[config.mk]
export PLATFORM = sky130hd
export DESIGN_NAME = dbg_ctrl
export DESIGN_NICKNAME = d
export VERILOG_FILES = /design/src/rtl/dbg_pkg.sv /design/src/rtl/dbg_bkpt_cmp.sv /design/src/rtl/dbg_ctrl.sv
export SDC_FILE = /design/constraint.sdc
export NUM_CORES = 1
export LEC_CHECK = 0
export BUFFER_PORTS_ARGS = -buffer_cell sky130_fd_sc_hd__buf_2
export CORE_AREA = 2 2 187 189
export DETAILED_ROUTE_END_ITERATION = 8
export DIE_AREA = 0 0 189 191
export PLACE_DENSITY_LB_ADDON = 0.05
export SYNTH_ARGS = -nofsm -noshare
export SYNTH_HDL_FRONTEND = slang
export SYNTH_HIERARCHICAL = 1
export SYNTH_SLANG_ARGS = --single-unit
[constraint.sdc]
create_clock -name clk -period 4 [get_ports clk]
set_input_delay 0.2 -clock clk [delete_from_list [all_inputs] [get_ports clk]]
set_output_delay 0.2 -clock clk [all_outputs]
set_load 0.01 [all_outputs]
[src/rtl/dbg_pkg.sv]
// Shared types for the host-to-core debug command channel.
package dbg_pkg;

    typedef enum logic [2:0] {
        OP_NOP         = 3'd0,
        OP_HALT        = 3'd1,
        OP_RESUME      = 3'd2,
        OP_STEP        = 3'd3,
        OP_SET_BP      = 3'd4,
        OP_CLR_BP      = 3'd5,
        OP_READ_PC     = 3'd6,
        OP_READ_STATUS = 3'd7
    } dbg_op_e;

    typedef enum logic [1:0] {
        ST_RUN    = 2'd0,
        ST_HALTED = 2'd1,
        ST_STEP   = 2'd2
    } dbg_state_e;

    typedef enum logic [2:0] {
        CAUSE_NONE   = 3'd0,
        CAUSE_HOST   = 3'd1,
        CAUSE_BKPT   = 3'd2,
        CAUSE_STEP   = 3'd3,
        CAUSE_EBREAK = 3'd4
    } dbg_cause_e;

    // Status word returned by READ_STATUS: {27'b0, cause, state}.
    function automatic logic [31:0] pack_status(input dbg_cause_e c, input dbg_state_e s);
        return {27'b0, c, s};
    endfunction

endpackage

[src/rtl/dbg_bkpt_cmp.sv]
// PC breakpoint table: NUM_BP slots with enables, one write port and a
// combinational hit flag that ORs every enabled exact-PC match.
module dbg_bkpt_cmp
    import dbg_pkg::*;
#(
    parameter int NUM_BP = 4
) (
    input  logic        clk,
    input  logic        reset,
    input  logic        wr_en,
    input  logic        wr_set,
    input  logic [2:0]  wr_idx,
    input  logic [31:0] wr_pc,
    input  logic [31:0] cmp_pc,
    output logic        hit
);

    logic [NUM_BP-1:0] en;
    logic [31:0]       bp_pc [NUM_BP];

    // Slot enables: set on SET_BP, cleared on CLR_BP and by reset.
    always_ff @(posedge clk or posedge reset) begin
        if (reset) begin
            en <= '0;
        end else if (wr_en) begin
            for (int i = 0; i < NUM_BP; i++) begin
                if (wr_idx == 3'(i)) en[i] <= wr_set;
            end
        end
    end

    // Breakpoint addresses are plain data; they are only looked at when enabled.
    always_ff @(posedge clk) begin
        if (wr_en && wr_set) begin
            for (int i = 0; i < NUM_BP; i++) begin
                if (wr_idx == 3'(i)) bp_pc[i] <= wr_pc;
            end
        end
    end

    // Any enabled slot matching the retiring PC raises hit.
    always_comb begin
        hit = 1'b0;
        for (int i = 0; i < NUM_BP; i++) begin
            if (en[i] && (bp_pc[i] == cmp_pc)) hit = 1'b1;
        end
    end

endmodule

[src/rtl/dbg_ctrl.sv]
// Debug control: accepts host commands, runs the RUN/HALTED/STEP FSM that
// drives core_halt, watches the commit stream for halt events and returns
// exactly one response per accepted command.
module dbg_ctrl
    import dbg_pkg::*;
#(
    parameter int NUM_BP        = 4,
    parameter bit HALT_ON_RESET = 1'b1
) (
    input  logic        clk,
    input  logic        reset,
    input  logic        cmd_valid,
    output logic        cmd_ready,
    input  logic [2:0]  cmd_op,
    input  logic [2:0]  cmd_idx,
    input  logic [31:0] cmd_arg,
    output logic        rsp_valid,
    input  logic        rsp_ready,
    output logic        rsp_err,
    output logic [31:0] rsp_data,
    input  logic        commit_valid,
    input  logic [31:0] commit_pc,
    input  logic        commit_brk,
    output logic        core_halt
);

    localparam dbg_state_e RESET_STATE = HALT_ON_RESET ? ST_HALTED : ST_RUN;

    dbg_state_e  state, state_nxt;
    dbg_cause_e  cause, cause_nxt, ev_cause;
    logic [31:0] last_pc;
    logic        rsp_err_nxt;
    logic [31:0] rsp_data_nxt;
    logic        accept;
    logic        commit_live;
    logic        idx_ok;
    logic        bp_wr_en;
    logic        bp_wr_set;
    logic        bp_hit;
    dbg_op_e     op;

    assign op          = dbg_op_e'(cmd_op);
    assign cmd_ready   = !rsp_valid;
    assign accept      = cmd_valid && cmd_ready;
    assign core_halt   = (state == ST_HALTED);
    assign commit_live = commit_valid && (state != ST_HALTED);
    assign idx_ok      = ({1'b0, cmd_idx} < 4'(NUM_BP));

    dbg_bkpt_cmp #(
        .NUM_BP (NUM_BP)
    ) u_bkpt (
        .clk    (clk),
        .reset  (reset),
        .wr_en  (bp_wr_en),
        .wr_set (bp_wr_set),
        .wr_idx (cmd_idx),
        .wr_pc  (cmd_arg),
        .cmp_pc (commit_pc),
        .hit    (bp_hit)
    );

    // FSM state, halt cause and the last retired PC.
    always_ff @(posedge clk or posedge reset) begin
        if (reset) begin
            state   <= RESET_STATE;
            cause   <= CAUSE_NONE;
            last_pc <= '0;
        end else begin
            state <= state_nxt;
            cause <= cause_nxt;
            if (commit_live) last_pc <= commit_pc;
        end
    end

    // Response register: loaded on accept, held until the host takes it.
    always_ff @(posedge clk or posedge reset) begin
        if (reset) begin
            rsp_valid <= 1'b0;
            rsp_err   <= 1'b0;
            rsp_data  <= '0;
        end else if (accept) begin
            rsp_valid <= 1'b1;
            rsp_err   <= rsp_err_nxt;
            rsp_data  <= rsp_data_nxt;
        end else if (rsp_valid && rsp_ready) begin
            rsp_valid <= 1'b0;
            rsp_err   <= 1'b0;
            rsp_data  <= '0;
        end
    end

    // Next state, cause, response and breakpoint writes. Commit events are
    // applied last so they override any same-cycle command transition; the
    // command itself is still answered normally.
    always_comb begin
        state_nxt    = state;
        cause_nxt    = cause;
        rsp_err_nxt  = 1'b0;
        rsp_data_nxt = '0;
        bp_wr_en     = 1'b0;
        bp_wr_set    = 1'b0;
        ev_cause     = CAUSE_NONE;

        if (commit_live) begin
            if (commit_brk)              ev_cause = CAUSE_EBREAK;
            else if (bp_hit)             ev_cause = CAUSE_BKPT;
            else if (state == ST_STEP)   ev_cause = CAUSE_STEP;
        end

        if (accept) begin
            case (op)
                OP_HALT: begin
                    if (state != ST_HALTED) begin
                        state_nxt = ST_HALTED;
                        cause_nxt = CAUSE_HOST;
                    end
                end
                OP_RESUME: begin
                    if (state != ST_RUN) state_nxt = ST_RUN;
                end
                OP_STEP: begin
                    if (state == ST_HALTED) state_nxt = ST_STEP;
                    else                    rsp_err_nxt = 1'b1;
                end
                OP_SET_BP: begin
                    if (idx_ok) begin
                        bp_wr_en  = 1'b1;
                        bp_wr_set = 1'b1;
                    end else begin
                        rsp_err_nxt = 1'b1;
                    end
                end
                OP_CLR_BP: begin
                    if (idx_ok) bp_wr_en    = 1'b1;
                    else        rsp_err_nxt = 1'b1;
                end
                OP_READ_PC:     rsp_data_nxt = last_pc;
                OP_READ_STATUS: rsp_data_nxt = pack_status(cause, state);
                default: ;
            endcase
        end

        if (ev_cause != CAUSE_NONE) begin
            state_nxt = ST_HALTED;
            cause_nxt = ev_cause;
        end
    end

endmodule

==> results.md <==
| Item | This run | Unit |
|:---|:---|:---|
| Run status | completed | - |
| Global-route usage over all layers | 13.9 | % |
| Library cells used by synthesis | 44 | - |
| Post-synthesis share of cell area spent on full adders, half adders and majority gates | 0.119 | % |
| Die Span X | 189 | um |
| Worst ir drop on vdd | 0.000324 | V |
| Initial core utilization | 24.7 | % |
| Worst-path clk slew | 0.06 | ns |
| #FFs+latches synth | 203 | - |
| Place WS | 1.32 | ns |
| Setup slack, reg-to-reg | 1.38 | ns |
| CTS tree | done | - |
| Number of setup violations in the final report | 0 | - |
| Max Clock Freq | 382 | MHz |
| Fraction of post-synthesis cell area in the top cell type by area | 45.7 | % |
| Weighted congestion at the end of routability-driven global placement | 0.752 | - |
| Peak fanout along the critical path | 21 | - |
| Min-delay worst type | primary input to flop | - |
| Static leakage | 4.24 | nW |
| Post-synthesis net count | 604 | - |
| Area leader, netlist | edfxtp_1 | - |
| Most used DFF post-synth | edfxtp_1 | - |
| Slew at the pin with the worst max-slew slack | 1.16 | ns |
| Residual DRC | 0 | - |
| Critical path launch point type | flop | - |
| Total length of routed met2 wires | 11.3 | mm |
| Dominant combinational cell family by area after synthesis | XOR/XNOR gates | - |
| Number of buffer cells added on primary ports | 111 | - |
| Final net count | 774 | - |
| Area growth syn-to-layout | 27.3 | % |
| Clock buffer count from CTS | 25 | - |
| Kind of critical path | flop to flop | - |
| Commonest non-fill, non-tap cell in the layout | edfxtp_1 | - |
| Uppermost layer routed | met4 | - |
| Wire length of the first global-routing pass | 36.5 | mm |
| Initial antenna violation count | 0 | - |
| Synthesized instance count | 528 | - |
| Max transition margin | 21.1 | % |
| Synth Cell Area | 8420 | sq um |
| Maximum buffer depth of the clock tree | 3 | - |
| Clk_lat worst skew | 0.52 | ns |
| Count of inserted antenna diode cells | 0 | - |
| Estimated wirelength of the detail-placed design | 18.0 | mm |
| Met3 wire length | 1.19 | mm |
| Total power density per cell area | 524 | nW/um^2 |
| Final worst clock skew | 0.00968 | ns |
| Drt pass-1 iters | 4 | - |
| Share of final-layout standard cells stronger than drive strength 1 | 27.3 | % |
| Area fraction in compound gates after synthesis | 4.94 | % |
| Final routed wire length divided by cell count | 21.1 | um |
| Most frequent cells in the layout | edfxtp_1, xor2_1, buf_2 | - |
| I/O pin count | 112 | - |
| Crit path arrival time | 2.80 | ns |
| Worst min-delay path startpoint | commit_pc[24] | - |
| Endpoint kind of the worst setup timing path | flop | - |
| Post-synth EDFFs | 128 | - |
| Die ar. | 36100 | sq um |
| Setup TNS | 0 | ns |
| CTS sink cnt | 203 | - |
| Share of synthesized flip-flops with an asynchronous set or reset | 36.9 | % |
| RSZ-0062 raised after global routing | no | - |
| Smallest setup slack after layout | 1.38 | ns |
| Core ar. | 34100 | sq um |
| Violation count after the first detailed-routing iteration | 334 | - |
| Final hold vios | 0 | - |
| # rows | 68 | - |
| Per-instance average area after synthesis | 15.9 | sq um |
| Fraction of the yosys area taken by sequential cells | 68.0 | % |
| Number of max-cap violations | 0 | - |
| DIE HEIGHT | 191 | um |
| Simple-gate portion of the synthesized area | 6.04 | % |
| Share of the clock period used by the worst path | 65.5 | % |
| CTS-repair resized insts | 0 | - |
| Hold-fix buffers at CTS | 38 | - |
| Number of global-route vias before repair | 5187 | - |
| Met1 layer wirelength in the final routing | 11.8 | mm |
| Xor and xnor fraction of the mapped netlist area | 13.3 | % |
| Mux cell area share after synthesis | 6.24 | % |
| Remaining global-route overflow | 0 | - |
| Startpoint of the worst setup timing path | rsp_valid | - |
| Via count | 4947 | - |
| Root buf cell | clkbuf_16 | - |
| FF-to-FF Start | rsp_valid | - |
| Routed via count divided by cell count | 4.22 | - |
| Synth warn | 6 | - |
| CTS H-Tree Depth | 1 | - |
| Minimum clock period after layout | 2.62 | ns |
| Synth top area cells | edfxtp_1, dfrtp_1, xor2_1, mux2_4, a22o_1 | - |
| Sum of routed wire length over all layers | 24.8 | mm |
| CP required | 4.18 | ns |
| Post-CTS setup buffers | 0 | - |
| Maximum number of pins on one net before global-route repair | 38 | - |
| Antenna-violating nets left | 0 | - |
| Max-slew violation count | 0 | - |
layout make-up:
class	count	area, sq um
Clock buffer	31	648
Clock inverter	15	154
Fill cell	3373	23400
Inverter	5	18.8
Multi-Input combinational cell	308	2620
Sequential cell	203	5720
Tap cell	455	569
Timing Repair Buffer	155	981
layer usage:
layer	track usage [%]	vias to the layer above
met5	0	-
met4	3.70	0
met3	2.33	35
met2	22.0	115
met1	19.6	2476
li1	-	2321
power by group:
| part | switching, mW | internal (mW) | leakage (nW) |
|---|---|---|---|
| registers | 0.159 | 2.45 | 2.11 |
| logic | 0.347 | 0.442 | 1.74 |
| clock network | 0.879 | 1.34 | 0.388 |
logic make-up after synthesis:
logic type	count (synthesis)
flops	203
mux	38
fa+ha+maj	1
compound gates	54
xor+xnor	128
simple gates	87
buf+inv	17
critical path, stage by stage (launching register included):
cell      delay (ns)
dfrtp_1         0.48
inv_1           0.15
nand3_1         0.12
nor3_1          0.20
nand3b_1        0.41
nor2_4          0.49
buf_4           0.43
cell usage after synthesis, types with 2 or more instances:
library cell and count:
mux2_2 4, nand4_1 4, inv_1 5, buf_2 4
buf_6 5, xnor2_1 4, a32o_1 3, or3_1 2
o21ai_0 13, nor3_1 10, nand2b_1 4, nor4_1 29
o31ai_1 2, nor2_1 5, a21oi_1 2, nor2b_1 3
dfrtp_1 74, mux2i_1 6, mux2_4 28, xor2_1 124
nand3b_1 2, a22o_1 27, buf_4 2, nand3_1 11
edfxtp_1 128, nand2_1 9
final timing paths:
check	endpoint	cells past startpoint
max	u_bkpt/bp_pc[2][7]	6
min	last_pc[24]	2
max reg2reg	u_bkpt/bp_pc[2][7]	6
min reg2reg	rsp_data[4]	2
max in group asynchronous	rsp_data[31]	4
min in group asynchronous	u_bkpt/en[1]	3
per-stage QoR:
step / utilization (%) / cells / hold slack [ns] / instance area [sq um] / power [mW]
2_1_floorplan: - / 528 / -0.0339 / 8420 / 3.16
3_3_place_gp: 27.9 / 1088 / 0.107 / 9530 / 3.41
3_5_place_dp: 27.9 / 1088 / 0.108 / 9530 / 3.43
4_1_cts: 31.4 / 1172 / 0.00577 / 10700 / 5.72
5_1_grt: 31.4 / 1172 / 0.0162 / 10700 / 5.90
6_report: 31.4 / 1172 / 0.0232 / 10700 / 5.62
state kept, by name, indices dropped and copies added (netlist names):
| signal | count |
|---|---|
| rsp_valid | 1 |
| rsp_data | 32 |
| last_pc | 32 |
| rsp_err | 1 |
| state | 2 |
| cause | 3 |
| u_bkpt/bp_pc | 128 |
| u_bkpt/en | 4 |
Power figures use the tool's default switching activity.
